### src/rtl/router_pkg.sv
// Shared types and header-field layout for the router egress read path.
package router_pkg;

  typedef enum logic [1:0] {
    WAIT_HDR = 2'd0,
    PAYLOAD  = 2'd1,
    PARITY   = 2'd2
  } state_t;

  localparam int HDR_FLAG_BIT = 8;
  localparam int LEN_MSB      = 7;
  localparam int LEN_LSB      = 2;
  localparam int ADDR_MSB     = 1;
  localparam int ADDR_LSB     = 0;
  localparam int DEF_TIMEOUT  = 30;

  // One output-buffer entry: the byte plus end-of-packet and parity verdict tags.
  typedef struct packed {
    logic       last;
    logic       perr;
    logic [7:0] data;
  } buf_ent_t;

  function automatic logic [5:0] hdr_len(input logic [7:0] b);
    return b[LEN_MSB:LEN_LSB];
  endfunction

endpackage

### src/rtl/router_skid_buf.sv
// Two-entry output buffer between the FIFO capture stage and the destination.
module router_skid_buf
  import router_pkg::*;
(
  input  logic     clock,
  input  logic     reset,
  input  logic     clr,
  input  logic     push,
  input  buf_ent_t din,
  input  logic     pop,
  output buf_ent_t head,
  output logic [1:0] occ
);

  buf_ent_t mem [2];
  logic     wr_ptr;
  logic     rd_ptr;

  assign head = mem[rd_ptr];

  always_ff @(posedge clock) begin
    if (reset) begin
      for (int i = 0; i < 2; i++) mem[i] <= '0;
      wr_ptr <= 1'b0;
      rd_ptr <= 1'b0;
      occ    <= 2'd0;
    end else if (clr) begin
      wr_ptr <= 1'b0;
      rd_ptr <= 1'b0;
      occ    <= 2'd0;
    end else begin
      if (push) begin
        mem[wr_ptr] <= din;
        wr_ptr      <= ~wr_ptr;
      end
      if (pop) rd_ptr <= ~rd_ptr;
      occ <= occ + {1'b0, push} - {1'b0, pop};
    end
  end

endmodule

### src/rtl/router_egress_reader.sv
// Egress read engine: drains the port FIFO, tracks framing, flushes on stall timeout.
// Optional parity checking is built when ROUTER_PARITY_CHECK_EN is defined.
module router_egress_reader
  import router_pkg::*;
#(
  parameter int TIMEOUT   = DEF_TIMEOUT,
  parameter int BUF_DEPTH = 2
) (
  input  logic       clock,
  input  logic       reset,
  input  logic       fifo_empty,
  input  logic [8:0] fifo_data,
  output logic       fifo_rd_en,
  input  logic       read_enb,
  output logic       vld_out,
  output logic [7:0] data_out,
  output logic       soft_reset,
  output logic       pkt_done,
  output logic       parity_err,
  output logic       frame_err
);

  localparam int CW = $clog2(TIMEOUT + 1);

  state_t      state, state_n;
  logic [5:0]  len, len_n;
  logic        inflight;
  logic [CW-1:0] stall_cnt;
  buf_ent_t    head, push_ent;
  logic [1:0]  occ;
  logic        push, frm, take_hdr, cap, hs, flag;
  logic [7:0]  b;
`ifdef ROUTER_PARITY_CHECK_EN
  logic [7:0]  acc, acc_n;
`endif

  assign vld_out    = (occ != 2'd0);
  assign data_out   = head.data;
  assign hs         = vld_out & read_enb;
  assign soft_reset = (stall_cnt == CW'(TIMEOUT));
  assign cap        = inflight & ~soft_reset;
  assign flag       = fifo_data[HDR_FLAG_BIT];
  assign b          = fifo_data[7:0];

  // Room check counts the byte already in flight so the buffer can never overflow.
  assign fifo_rd_en = ~reset & ~fifo_empty & ~soft_reset &
                      ((3'(occ) + 3'(inflight)) < (3'(BUF_DEPTH) + 3'(hs)));

  always_comb begin
    push     = 1'b0;
    frm      = 1'b0;
    take_hdr = 1'b0;
    push_ent = '0;
    push_ent.data = b;
    state_n  = state;
    len_n    = len;
`ifdef ROUTER_PARITY_CHECK_EN
    acc_n    = acc;
`endif
    if (cap) begin
      unique case (state)
        PAYLOAD: begin
          if (!flag) begin
            push  = 1'b1;
            len_n = len - 6'd1;
`ifdef ROUTER_PARITY_CHECK_EN
            acc_n = acc ^ b;
`endif
            if (len == 6'd1) state_n = PARITY;
          end else begin
            frm      = 1'b1;
            take_hdr = 1'b1;
          end
        end
        PARITY: begin
          if (!flag) begin
            push          = 1'b1;
            push_ent.last = 1'b1;
`ifdef ROUTER_PARITY_CHECK_EN
            push_ent.perr = (acc != b);
`endif
            state_n       = WAIT_HDR;
          end else begin
            frm      = 1'b1;
            take_hdr = 1'b1;
          end
        end
        default: begin
          if (flag) take_hdr = 1'b1;
          else      frm      = 1'b1;
        end
      endcase
      if (take_hdr) begin
        push    = 1'b1;
        len_n   = hdr_len(b);
`ifdef ROUTER_PARITY_CHECK_EN
        acc_n   = b;
`endif
        state_n = (hdr_len(b) == 6'd0) ? PARITY : PAYLOAD;
      end
    end
  end

  router_skid_buf u_buf (
    .clock (clock),
    .reset (reset),
    .clr   (soft_reset),
    .push  (push),
    .din   (push_ent),
    .pop   (hs & ~soft_reset),
    .head  (head),
    .occ   (occ)
  );

  always_ff @(posedge clock) begin
    if (reset) begin
      state      <= WAIT_HDR;
      len        <= '0;
      inflight   <= 1'b0;
      stall_cnt  <= '0;
      pkt_done   <= 1'b0;
      parity_err <= 1'b0;
      frame_err  <= 1'b0;
`ifdef ROUTER_PARITY_CHECK_EN
      acc        <= '0;
`endif
    end else if (soft_reset) begin
      // Flush: any byte arriving this cycle is dropped with the buffer.
      state      <= WAIT_HDR;
      len        <= '0;
      inflight   <= 1'b0;
      stall_cnt  <= '0;
      pkt_done   <= 1'b0;
      parity_err <= 1'b0;
      frame_err  <= 1'b0;
    end else begin
      state      <= state_n;
      len        <= len_n;
      inflight   <= fifo_rd_en;
      stall_cnt  <= (vld_out && !read_enb) ? stall_cnt + CW'(1) : '0;
      pkt_done   <= hs & head.last;
`ifdef ROUTER_PARITY_CHECK_EN
      acc        <= acc_n;
      parity_err <= hs & head.last & head.perr;
`else
      parity_err <= 1'b0;
`endif
      frame_err  <= frm;
    end
  end

endmodule

### config.mk
export PLATFORM = sky130hd
export DESIGN_NAME = router_egress_reader
export DESIGN_NICKNAME = d
export VERILOG_FILES = /design/src/rtl/router_pkg.sv /design/src/rtl/router_skid_buf.sv /design/src/rtl/router_egress_reader.sv
export SDC_FILE = /design/constraint.sdc
export NUM_CORES = 1
export LEC_CHECK = 0
export ABC_CLOCK_PERIOD_IN_PS = 3700
export CORE_AREA = 10 10 74 76
export DETAILED_ROUTE_END_ITERATION = 10
export DIE_AREA = 0 0 84 86
export PLACE_DENSITY = 0.72
export SLEW_MARGIN = 20
export SYNTH_ARGS = -nofsm -noshare
export SYNTH_HDL_FRONTEND = slang
export SYNTH_SLANG_ARGS = --single-unit
export TNS_END_PERCENT = 100
### constraint.sdc
create_clock -name clock -period 3.7 [get_ports clock]
set_input_delay 0.555 -clock clock [delete_from_list [all_inputs] [get_ports clock]]
set_output_delay 0.555 -clock clock [all_outputs]
set_load 0.02 [all_outputs]
==> key figures, run 1 <==
Yosys
  – Leading area contributor after synthesis: edfxtp_1
  – Synth Area in Adders: 0.0708
  – Mux contribution to synthesized area: 0.0566
  – EDFF count, synth: 18
  – Sequential fraction of the synthesis area: 0.494
  – Synth Cell Area: between 1500 and 2000 um^2
  – Ys Warns: 0
  – Synth top area share: 0.278
  – Synth Instances: roughly 180
  – Simple-gate portion of the synthesized area: 0.221
  – Largest cells by area after synthesis: edfxtp_1, dfxtp_1, ha_1
  – Post-synthesis compound-gate area fraction: 0.0830
  – Post-synthesis register bit count: 39
  – Post-synthesis net count: 208
  – Avg Synthesized Cell Area: approximately 11 um^2
  – Synth Area in XOR/XNOR: 0.0315
  – Largest family of logic cells by synthesized area: simple AND/OR/NAND/NOR gates
  – Synth unique cells: 43
  – Async SR Flop Fraction: 0
  – Main flop type after synthesis: dfxtp_1

Placed design
  – Hpwl dp: ~3000 um
  – DP Worst Slack: 0.751 ns
  – IO buf count: 25
  – Gpl congestion: 0.735

Power and ir drop
  – Switching Share: 0.287
  – Power, Total: 1.24 mW
  – Max VDD drop: between 0.2 and 0.3 mV
  – PwrDens: 527 nW/um^2
  – Clock share of power: 0.295
  – Leakage Power: 0.927 nW
  – Logic pwr share: 0.271
  – Sequential power share: 0.434
  – Int Pwr: 883 uW
  – Sw power: roughly 360 uW

Worst hold path
  – Worst hold path depth: 1
  – Hold path startpoint: stall_cnt[0]$_SDFF_PP0_
  – Worst hold path type: reg2reg
  – Hold EP: stall_cnt[0]$_SDFF_PP0_

Final layout
  – Layout Nets: ~240
  – Syn-to-layout area delta: 21.0%
  – Share of layout cells above drive strength 1: 0.131
  – ANT cells: 0
  – Core Util, Final: 0.592

Clock network
  – CTS clk-pin slew, worst paths: 0.07 ns
  – H-tree depth: 2
  – CTS resizes: 0
  – Worst skew pair latency: slightly below 0.3 ns
  – Post-CTS Setup Bufs: 0
  – TritonCTS clock tree: built
  – Maximum root-to-sink buffer count: 2
  – CTS buffer count: 5
  – Hold_buf cts: 0
  – Sink Count: 39
  – Root Driver: clkbuf_8

Die
  – Ports: 27
  – Starting Density: 0.490
  – Core ar.: 3970 um^2
  – Die X: between 80 and 90 um
  – Std-Cell Rows: 23
  – Die Y: 86 um
  – Die ar.: 7220 um^2

Timing
  – Hold Fails Final Rpt: 0
  – Final period utilization: 0.797
  – Setup-failing EPs final: 0
  – Clock skew: approximately 0.0038 ns
  – Final setup TNS: 0 ns
  – Max Slew Vio Count: 0
  – Tmin final: 2.95 ns
  – Final setup margin: 0.750 ns
  – Min Hold Slack: 0.470 ns
  – Setup repair after global routing missed its margin: no
  – Achievable frequency: 339 MHz

Worst setup path
  – Worst Setup End Kind: output port
  – Critical path's slowest cell: clkdlybuf4s50_1
  – Slowest stage delay, CP: 0.67 ns
  – CP arrival: roughly 2.4 ns
  – Worst reg2reg endpoint: u_buf.occ[1]$_SDFF_PP0_
  – Crit path kind: in2out
  – Crit-path max FO: 17
  – Reg2reg setup slack: 1.68 ns
  – Cell mode on critical path: clkdlybuf4s50_1
  – Crit path cell chain: clkdlybuf4s50_1 > nand2b_4 > nor4b_1 > clkdlybuf4s50_1
  – CP required: approximately 3.1 ns
  – Reg-to-reg startpoint: stall_cnt[0]$_SDFF_PP0_
  – Worst R2R Path Depth: 11
  – Crit start category: primary input

Outcome
  – Status: finished, final reports clean

GRT
  – GRT Util Overall: 0.111
  – Initial antenna violation count: 0
  – Total gr overflow: 0
  – Largest net degree at the start of global routing: 20
  – Vias in the first global route: 1411
  – First-pass GRT wire length: ~6600 um

Route
  – Residual DRC: 0
  – DRT Wirelength: 3880 um
  – DR vias: 1381
  – Iter 0 DRT Violations: 72
  – Drt wl/cell: 14.7 um
  – Vias/cell: 5.25
  – Final ANT Viol Nets: 0
  – Drt pass-1 iters: 4

Flow run
  – Max cap viols: 0
-- cell type report --
type,count,area [um^2]
fill,342,1620
tap,50,62.6
clock inverter,2,35.0
sequential,39,961
multi-input combinational,128,905
inverter,11,41.3
clock buffer,6,82.6
timing repair buffer,27,265
-- synthesized netlist by cell type, drive strengths merged (2+ instances only) --
library cell and number:
mux2i 2, nand3 4, xor2 4, buf 5
o21ai 9, nand2b 4, dfxtp 21, ha 11
nor4 3, nor3 5, nand2 9, a21oi 9
inv 11, and2 16, nor4b 2, xnor2 3
edfxtp 18, a211oi 2, nand4 2, nor2 21
mux2 8
-- layer usage --
metal / vias to the layer above / part of all wire / GRT usage
li1: 690 / - / -
met1: 660 / 0.41 / 0.111
met2: 26 / 0.55 / 0.208
met3: 5 / 0.032 / 0.0303
met4: 0 / 0.017 / 0.0548
met5: - / 0 / 0
-- metrics by stage --
step / cells / area [um^2]
2_1_floorplan: 184 / 1940
3_3_place_gp: 255 / 2230
3_5_place_dp: 255 / 2230
4_1_cts: 263 / 2350
5_1_grt: 263 / 2350
6_report: 263 / 2350
-- worst max-delay path: cells and delay by family --
family / cells / cell delay (ns)
buffers and inverters: 2 / 1.22
AND/OR/NAND/NOR: 2 / 0.61
-- state kept, by name, summed over array words and instances (netlist names), named ones only --
| name | cells |
|---|---|
| u_buf.occ | 2 |
| stall_cnt | 5 |
| len | 6 |
| frame_err | 1 |
| inflight | 1 |
| pkt_done | 1 |
| u_buf.wr_ptr | 1 |
| u_buf.rd_ptr | 1 |
| u_buf.mem | 18 |
| state | 2 |
-- power groups by stage --
stage | Clock (mW) | Sequential [mW] | Combinational (mW)
finish | 0.366 | 0.537 | 0.336
CTS | 0.374 | 0.538 | 0.342
detailed placement | 0 | 0.548 | 0.339
floorplan | 0 | 0.530 | 0.231
global placement | 0 | 0.546 | 0.329
global route | 0.390 | 0.546 | 0.371
-- cell families after synthesis --
family | count (synthesis)
simple gates | 72
flops | 39
mux | 10
other cells | 1
xor+xnor | 7
buf+inv | 17
compound gates | 27
fa+ha+maj | 11
-- cells in the final DEF (no fill, tap or decap), types with 2 or more instances in the layout --
cell,Yosys,final
nand2_1,9,9
xnor2_1,3,3
and2_1,14,14
mux2_2,8,8
mux2i_1,2,2
nand2b_1,3,3
a211oi_1,2,2
clkbuf_8,0,6
inv_1,11,11
xor2_1,4,4
a21oi_1,9,9
dfxtp_1,21,21
clkdlybuf4s50_1,0,25
nor3_1,4,4
buf_4,1,2
nor2_1,21,21
and2_2,2,2
edfxtp_1,18,18
nor4_1,2,2
nand3_1,4,4
o21ai_0,9,9
ha_1,11,11
nor4b_1,2,2
-- how the worst max path moves through the flow --
stage | depth (start not counted) | from | slack [ns] | to
floorplan | 6 | stall_cnt[0]$_SDFF_PP0_ | 1.49 | fifo_rd_en
global placement | 4 | reset | 0.84 | fifo_rd_en
detailed placement | 4 | reset | 0.75 | fifo_rd_en
CTS | 4 | reset | 0.75 | fifo_rd_en
global route | 4 | reset | 0.67 | fifo_rd_en
finish | 4 | reset | 0.75 | fifo_rd_en
Note: power is estimated with default switching activity, not from simulation.
==> run 2: changes to the inputs <==
ABC_CLOCK_PERIOD_IN_PS = 3000   (was 3700)
clock period = 3 ns   (was 3.7 ns; I/O delays follow)
==> run 2 against run 1 <==
Net effect: sequential power increased by 23%; worst hold slack got worse by 0.0055 ns; total power increased by 29%; cell area increased by 1.1%; largest power group unchanged; die area unchanged; highest routed layer unchanged; combinational power increased by 24%; first-iteration DRC count decreased by 18%; clock-buffer cell count decreased by 1; setup slack got worse by 0.47 ns; clock power increased by 42%; critical path depth increased by 1.
==> key figures, run 2 (synthesis results as in run 1) <==
Worst setup path
  – Critical path's slowest cell: clkdlybuf4s50_1
  – CP top delay family: buffers and inverters
  – Worst Setup End Kind: output port
  – CP bufs+invs: 1 (-1)
  – Crit start category: flop
  – Slowest stage delay, CP: 0.66 ns (about the same)
  – CP arrival: 2.27 ns (-0.12 ns)
  – Crit-path max FO: 6 (-11)
  – CP required: 2.55 ns (-0.59 ns)
  – Crit path cell chain: ha_1 > ha_1 > o21ai_0 > nor4b_1 > clkdlybuf4s50_1
  – Crit path kind: reg2out
  – Cell mode on critical path: ha_1

Placed design
  – # placed instances: 256 (+0.39%)
  – IO buf count: 25 (unchanged)
  – Hpwl dp: 3110 um (+3.6%)
  – Gpl congestion: 0.785 (+6.8%)

Final layout
  – Layout Cells excl Fill: 264 (+0.38%)
  – Most flop-heavy register: u_buf.mem
  – Largest register FFs: 18 (unchanged)
  – Share of layout cells above drive strength 1: 0.136 (+0.00406)
  – Biggest regs: u_buf.mem (18), len (6), stall_cnt (5)
  – Core Util, Final: 0.599 (+0.00662)
  – Most common cell after layout, fill and taps aside: clkdlybuf4s50_1
  – Most frequent cells in the layout: clkdlybuf4s50_1, nor2_1, dfxtp_1, edfxtp_1, and2_1
  – ANT cells: 0 (unchanged)
  – Layout Nets: 237 (+0.42%)
  – Syn-to-layout area delta: 22.3%

Die
  – Core ar.: 3970 um^2 (unchanged)
  – Die X: 84 um (unchanged)
  – Std-Cell Rows: 23 (unchanged)
  – Starting Density: 0.490 (unchanged)
  – Ports: 27 (unchanged)
  – Die Y: 86 um (unchanged)
  – Die ar.: 7220 um^2 (unchanged)

Timing
  – Final setup TNS: 0 ns (unchanged)
  – Setup-failing EPs final: 0 (unchanged)
  – Final period utilization: 0.907
  – Achievable frequency: 368 MHz
  – Hold Fails Final Rpt: 0 (unchanged)
  – Setup repair after global routing missed its margin: no
  – Min Hold Slack: 0.464 ns (-0.00553 ns)
  – Clock skew: 0.00433 ns (+0.000541 ns)
  – Max Slew Vio Count: 0 (unchanged)
  – Tmin final: approximately 2.7 ns

Route
  – Residual DRC: 0 (unchanged)
  – DR vias: 1384 (+0.22%)
  – Vias/cell: 5.24 (-0.16%)
  – Drt wl/cell: 15.2 um (+3.0%)
  – Drt pass-1 iters: 4 (unchanged)
  – DRT Wirelength: 4010 um (+3.4%)
  – Final ANT Viol Nets: 0 (unchanged)
  – Iter 0 DRT Violations: 59 (-18%)

Power and ir drop
  – Logic pwr share: 0.261 (-0.010)
  – Max VDD drop: 0.357 mV (+21%)
  – Switching Share: 0.279 (-0.00882)
  – Sw power: 446 uW (+25%)
  – Clock share of power: 0.324 (+0.029)
  – Leakage Power: 0.935 nW (+0.86%)
  – PwrDens: 672 nW/um^2 (+28%)
  – Int Pwr: 1.15 mW (+31%)
  – Sequential power share: 0.415 (-0.019)

Clock network
  – H-tree depth: 2 (unchanged)
  – Hold_buf cts: 0 (unchanged)
  – Post-CTS Setup Bufs: 0 (unchanged)
  – Sink Count: 39 (unchanged)
  – Worst skew pair latency: 0.29 ns (about the same)
  – Root Driver: clkbuf_8
  – CTS clk-pin slew, worst paths: 0.07 ns (about the same)
  – Maximum root-to-sink buffer count: 2 (unchanged)
  – CTS buffer count: 5 (unchanged)
  – CTS resizes: 0 (unchanged)
  – TritonCTS clock tree: built

GRT
  – First-pass GRT wire length: 6580 um (unchanged)
  – GRT Util Overall: 0.111 (+0.000152)
  – Vias in the first global route: 1460 (+3.5%)
  – Total gr overflow: 0 (unchanged)
  – Largest net degree at the start of global routing: 19 (-5.0%)
  – Initial antenna violation count: 0 (unchanged)

Flow run
  – Max cap viols: 0 (unchanged)

Worst hold path
  – Worst hold path type: reg2reg

Outcome
  – Status: finished, final reports clean
## run 2: per-layer routing
metal / up-vias / share of wire / wire (um) / track usage
li1: 695 / - / - / -
met1: 657 / 0.39 / 1570 / 0.105
met2: 27 / 0.55 / 2200 / 0.217
met3: 5 / 0.046 / 185 / 0.0397
met4: 0 / 0.012 / 49 / 0.0381
met5: - / 0 / 0 / 0
## run 2: area by class of cell
class                      count  area, um^2
multi-input combinational    128         905
inverter                      11        41.3
timing repair buffer          28         273
clock buffer                   5        68.8
fill                         337        1590
sequential                    39         961
clock inverter                 3        67.6
tap                           50        62.6
## run 2: per-stage QoR
stage	worst slack [ns]	cell area, um^2	power, mW
floorplan	0.891	1940	0.938
global placement	0.452	2240	1.08
detailed placement	0.341	2240	1.09
CTS	0.257	2380	1.61
global route	0.122	2380	1.68
finish	0.280	2380	1.60
## run 2: path summary, 6_finish.rpt
check	to	slack [ns]	from	depth (start not counted)
hold / removal	stall_cnt[0]$_SDFF_PP0_	0.46	stall_cnt[0]$_SDFF_PP0_	1
setup / recovery	fifo_rd_en	0.28	inflight$_SDFF_PP0_	5
hold reg to reg	stall_cnt[0]$_SDFF_PP0_	0.46	stall_cnt[0]$_SDFF_PP0_	1
setup reg to reg	u_buf.mem[1][4]$_SDFFCE_PN0P_	0.97	state[0]$_SDFFE_PP0P_	7
## run 2: power groups by stage
stage	combinational, mW	sequential (mW)	clock, mW
final	0.418	0.663	0.518
after global routing	0.460	0.672	0.550
after CTS	0.424	0.664	0.526
after detailed placement	0.417	0.677	0
after global placement	0.408	0.673	0
after floorplan	0.285	0.653	0
